<file path="src/rtl/hms_time_counter.sv">
// rtl/hms_time_counter.sv - hh:mm:ss up/down time counter driven by a one-second tick
// Keeps binary time fields, exposes them as BCD and pulses on day wrap / countdown expiry.
module hms_time_counter #(
  parameter int unsigned HOUR_MAX = 23
) (
  input  logic        clk,
  input  logic        rst_n,
  input  logic        clk_bps,
  input  logic        start,
  input  logic        stop,
  input  logic        load,
  input  logic [4:0]  load_h,
  input  logic [5:0]  load_m,
  input  logic [5:0]  load_s,
  input  logic        dir_down,
  output logic [4:0]  hour,
  output logic [5:0]  min,
  output logic [5:0]  sec,
  output logic [23:0] bcd,
  output logic        running,
  output logic        expire,
  output logic        day_wrap
);

  localparam logic [4:0] HMAX = 5'(HOUR_MAX);

  typedef enum logic [1:0] {
    ST_STOP,
    ST_RUN,
    ST_DONE
  } state_t;

  state_t     state_q, state_d;
  logic       dir_q, dir_d;
  logic [4:0] hour_q, hour_d;
  logic [5:0] min_q, min_d;
  logic [5:0] sec_q, sec_d;
  logic       expire_q, expire_d;
  logic       day_wrap_q, day_wrap_d;
  logic       time_zero;

  function automatic logic [7:0] to_bcd(input logic [5:0] v);
    logic [5:0] tens;
    logic [5:0] ones;
    tens = v / 6'd10;
    ones = v % 6'd10;
    return {tens[3:0], ones[3:0]};
  endfunction

  assign time_zero = (hour_q == 5'd0) && (min_q == 6'd0) && (sec_q == 6'd0);

  always_ff @(posedge clk or negedge rst_n) begin
    if (!rst_n) begin
      state_q    <= ST_STOP;
      dir_q      <= 1'b0;
      hour_q     <= 5'd0;
      min_q      <= 6'd0;
      sec_q      <= 6'd0;
      expire_q   <= 1'b0;
      day_wrap_q <= 1'b0;
    end else begin
      state_q    <= state_d;
      dir_q      <= dir_d;
      hour_q     <= hour_d;
      min_q      <= min_d;
      sec_q      <= sec_d;
      expire_q   <= expire_d;
      day_wrap_q <= day_wrap_d;
    end
  end

  always_comb begin
    state_d    = state_q;
    dir_d      = dir_q;
    hour_d     = hour_q;
    min_d      = min_q;
    sec_d      = sec_q;
    expire_d   = 1'b0;
    day_wrap_d = 1'b0;

    if (load) begin
      state_d = ST_STOP;
      hour_d  = (load_h > HMAX)  ? HMAX  : load_h;
      min_d   = (load_m > 6'd59) ? 6'd59 : load_m;
      sec_d   = (load_s > 6'd59) ? 6'd59 : load_s;
    end else begin
      case (state_q)
        ST_STOP: begin
          if (start && !stop) begin
            dir_d = dir_down;
            // A countdown from zero has nothing to count, so it expires right away.
            if (dir_down && time_zero) begin
              state_d  = ST_DONE;
              expire_d = 1'b1;
            end else begin
              state_d = ST_RUN;
            end
          end
        end
        ST_RUN: begin
          if (stop) begin
            state_d = ST_STOP;
          end else if (clk_bps) begin
            if (!dir_q) begin
              if (sec_q != 6'd59) begin
                sec_d = sec_q + 6'd1;
              end else begin
                sec_d = 6'd0;
                if (min_q != 6'd59) begin
                  min_d = min_q + 6'd1;
                end else begin
                  min_d = 6'd0;
                  if (hour_q != HMAX) begin
                    hour_d = hour_q + 5'd1;
                  end else begin
                    hour_d     = 5'd0;
                    day_wrap_d = 1'b1;
                  end
                end
              end
            end else begin
              if ((hour_q == 5'd0) && (min_q == 6'd0) && (sec_q <= 6'd1)) begin
                sec_d    = 6'd0;
                state_d  = ST_DONE;
                expire_d = 1'b1;
              end else if (sec_q != 6'd0) begin
                sec_d = sec_q - 6'd1;
              end else begin
                sec_d = 6'd59;
                if (min_q != 6'd0) begin
                  min_d = min_q - 6'd1;
                end else begin
                  min_d  = 6'd59;
                  hour_d = hour_q - 5'd1;
                end
              end
            end
          end
        end
        ST_DONE: begin
          state_d = ST_DONE;
        end
        default: begin
          state_d = ST_STOP;
        end
      endcase
    end
  end

  assign hour     = hour_q;
  assign min      = min_q;
  assign sec      = sec_q;
  assign bcd      = {to_bcd({1'b0, hour_q}), to_bcd(min_q), to_bcd(sec_q)};
  assign running  = (state_q == ST_RUN);
  assign expire   = expire_q;
  assign day_wrap = day_wrap_q;

endmodule

</file>
<file path="config.mk">
export PLATFORM = sky130hd
export DESIGN_NAME = hms_time_counter
export DESIGN_NICKNAME = d
export VERILOG_FILES = /design/src/rtl/hms_time_counter.sv
export SDC_FILE = /design/constraint.sdc
export NUM_CORES = 1
export LEC_CHECK = 0
export ABC_CLOCK_PERIOD_IN_PS = 3100
export BUFFER_PORTS_ARGS = -buffer_cell sky130_fd_sc_hd__buf_2
export CELL_PAD_IN_SITES_DETAIL_PLACEMENT = 0
export CELL_PAD_IN_SITES_GLOBAL_PLACEMENT = 1
export CORE_MARGIN = 2
export CORE_UTILIZATION = 39
export CTS_BUF_LIST = sky130_fd_sc_hd__clkbuf_16
export DETAILED_ROUTE_END_ITERATION = 7
export GPL_ROUTABILITY_DRIVEN = 0
export HOLD_SLACK_MARGIN = 0.1
export MAX_ROUTING_LAYER = met4
export PLACE_DENSITY = 0.82
export REMOVE_ABC_BUFFERS = 1
export SYNTH_ARGS = -nofsm -noshare
export SYNTH_HDL_FRONTEND = slang
export SYNTH_SLANG_ARGS = --single-unit
</file>
<file path="constraint.sdc">
create_clock -name clk -period 3.1 [get_ports clk]
set_input_delay 0.31 -clock clk [delete_from_list [all_inputs] [get_ports clk]]
set_output_delay 0.31 -clock clk [all_outputs]
set_load 0.02 [all_outputs]
</file>
==> qor.csv <==
stage,metric,value,unit
timing,final period demand of the worst path,2800,ps
timing,Final Skew,2.09,ps
route,routed wire length per instance,15.4,um
cells_and_area,layout net count,424,
synthesis,syn_area_per_cell,7.93,um^2
clock_network,CTS Buf Count,3,
worst_setup_path,required time at the endpoint of the critical path,2790,ps
power_and_ir_drop,Pwr Density,833,nW/um^2
route,routed via count divided by cell count,5.77,
worst_setup_path,kind of end point of the critical path,primary output,
route,# DRC,0,
power_and_ir_drop,Leak Pwr,0.00140,uW
synthesis,"Warnings, synthesis",0,
synthesis,Synth async-reset ratio,100,%
clock_network,clock net sink count,22,
floorplan,die height,86.5,um
timing,number of pins with negative max-slew slack in the final report,0,
clock_network,clock root cell,clkbuf_16,
worst_setup_path,element type at the critical path start,register,
clock_network,clock tree buffer depth,2,
global_routing,antenna violations before repair,0,
synthesis,predominant post-synthesis flop cell,dfrtp_1,
timing,PnR worst setup slack,299,ps
timing,Rel. slew slack,53.5,%
synthesis,number of cells produced by synthesis,335,
clock_network,number of hold buffers added after CTS,1,
placed_design,Place WS,607,ps
clock_network,count of H-tree levels built during CTS,1,
cells_and_area,area of the multi-input gates,1890,um^2
global_routing,vias in the first global route,2363,
floorplan,die extent in x,86.5,um
synthesis,post-synth design cell area,2660,um^2
global_routing,Overflow after GRT,0,
route,total via count after detailed routing,2650,
timing,number of hold-slack violations in the final timing report,0,
power_and_ir_drop,worst supply voltage drop on vdd,0.000460,V
floorplan,number of placement rows,30,
global_routing,maximum number of pins on one net before global-route repair,39,
floorplan,DIE AREA,7480,um^2
route,count of routing violations after the opening detailed-route iteration,123,
floorplan,ports placed on the boundary,68,
cells_and_area,"commonest non-fill, non-tap cells in the layout","buf_2 (63), nor2_1 (24), dfrtp_1 (22)",
hold_path,type of the tightest min-delay check,primary input to register,
timing,achievable frequency,0.357,GHz
run,count of maximum capacitance violations,0,
synthesis,"EDFF count, synth",0,
clock_network,post-CTS setup buffer count,0,
floorplan,starting utilization of the core area,39.7,%
synthesis,number of synthesized register bits,22,
clock_network,clock tree from TritonCTS,yes,
synthesis,"Seq/Total Area, Yosys",20.7,%
cells_and_area,Filler cells,675,
placed_design,Port Buf Inserts,63,
timing,final count of negative-setup-slack endpoints,0,
clock_network,number of cells upsized or downsized after cts,0,
timing,unrepaired setup endpoints after global routing,no,
cells_and_area,layout overhead on the synthesized area,13.9,%
run_status,result of the run,"complete, no violations",
cells_and_area,most common library cell in the layout ignoring fill and taps,buf_2,
route,post-detailed-route count of antenna-violating nets,0,
power_and_ir_drop,power after layout,2520,uW
route,total routed wirelength,7.09,mm
global_routing,first-pass GRT wire length,11.4,mm
timing,fraction of the cycle the final worst path needs,90.3,%
worst_setup_path,maximum fanout count along the critical path,7,
placed_design,half-perimeter wire length of the detailed placement result,5.28,mm
floorplan,area of the placeable core,6680,um^2
worst_setup_path,crit path kind,register to primary output,
route,1st-pass router iterations,5,
worst_setup_path,data arrival time of the critical path,2490,ps
clock_network,insertion delay of the later-clocked pin in the worst-skew pair,260,ps
timing,transition at the pin with the smallest max-transition slack,698,ps
cells_and_area,area of all sequential standard cells,551,um^2
global_routing,global router's overall resource usage,19.2,%
cells_and_area,number of diodes,0,
cells_and_area,fraction of final layout cells sized beyond drive strength 1,20.8,%
synthesis,Yosys cell types,63,
clock_network,clock transition time at the flip-flop clock pins of the worst setup and hold paths,60,ps
timing,Setup TNS Final,0,ps
[where the power goes]
part           leakage (uW)  internal [uW]  switching, uW
Sequential         0.000267            356            231
Combinational       0.00109            654            995
Clock             0.0000370            171            111
[cells by family (layout without fill, tap and decap cells)]
group / Yosys count / after routing / synth area share [%]
and+or+nand+nor: 119 / 119 / 25.7
xor gates and xnor gates: 14 / 14 / 4.62
AOI/OAI and AO/OA: 97 / 97 / 24.8
DFF: 22 / 22 / 20.7
muxes: 16 / 16 / 6.36
buffers and inverters: 47 / 88 / 8.62
adders and majority gates: 19 / 19 / 8.95
other: 1 / 4 / 0.141
[flip-flops by register name, summed over array words and instances (netlist names)]
register	count
dir_q	1
state_q	2
min	6
sec	6
day_wrap	1
hour	5
expire	1
[cell type report]
cell class,count,share of cell area [%]
Timing Repair Buffer,66,11.3
Tap cell,80,3.31
Multi-Input combinational cell,269,62.4
Inverter,19,2.36
Sequential cell,22,18.2
Clock buffer,3,2.48
[through the flow]
stage | utilization [%] | area, um^2 | hold WS, ps | instances
after global routing | 45.3 | 3020 | 292 | 459
after global placement | 44.0 | 2940 | 334 | 455
final | 45.3 | 3020 | 280 | 459
after detailed placement | 44.0 | 2940 | 336 | 455
after CTS | 45.3 | 3020 | 276 | 459
after floorplan | - | 2510 | 14.4 | 310
[critical path: stages (launching register included)]
cell	delay (ps)
dfrtp_1	370
inv_1	170
ha_1	320
nor2b_1	170
a22o_1	220
a221o_1	330
inv_1	110
ha_1	180
a31oi_1	50
o22ai_1	130
buf_2	190
[path summary, 6_finish.rpt]
kind,from,to,slack (ps),cells after the start
hold reg to reg,state_q[1],expire,560,1
hold / removal,stop,state_q[0],280,2
setup / recovery,min[3],bcd[11],300,10
max in group asynchronous,rst_n,min[5],2160,2
min in group asynchronous,rst_n,hour[3],570,2
setup reg to reg,min[1],min[4],660,7
[cell usage after synthesis (10+ instances only)]
cell | count | area, um^2
nor2_1 | 24 | 90.1
dfrtp_1 | 22 | 551
a21oi_1 | 19 | 95.1
ha_1 | 19 | 238
inv_1 | 19 | 71.3
nand2_1 | 17 | 63.8
o21ai_0 | 16 | 80.1
nor3_1 | 13 | 65.1
mux2i_1 | 12 | 120
a31oi_1 | 11 | 68.8
nand3_1 | 11 | 55.1
nor2b_1 | 10 | 62.6
xnor2_1 | 10 | 87.6
[per-layer routing]
layer  track usage, %  routed length [um]  up-vias
met1             27.3                3450     1242
li1                 -                   -     1314
met3             1.33                 353        8
met5                -                   0        -
met4             5.11                  89        0
met2             29.5                3190       86
Power figures use the tool's default switching activity.
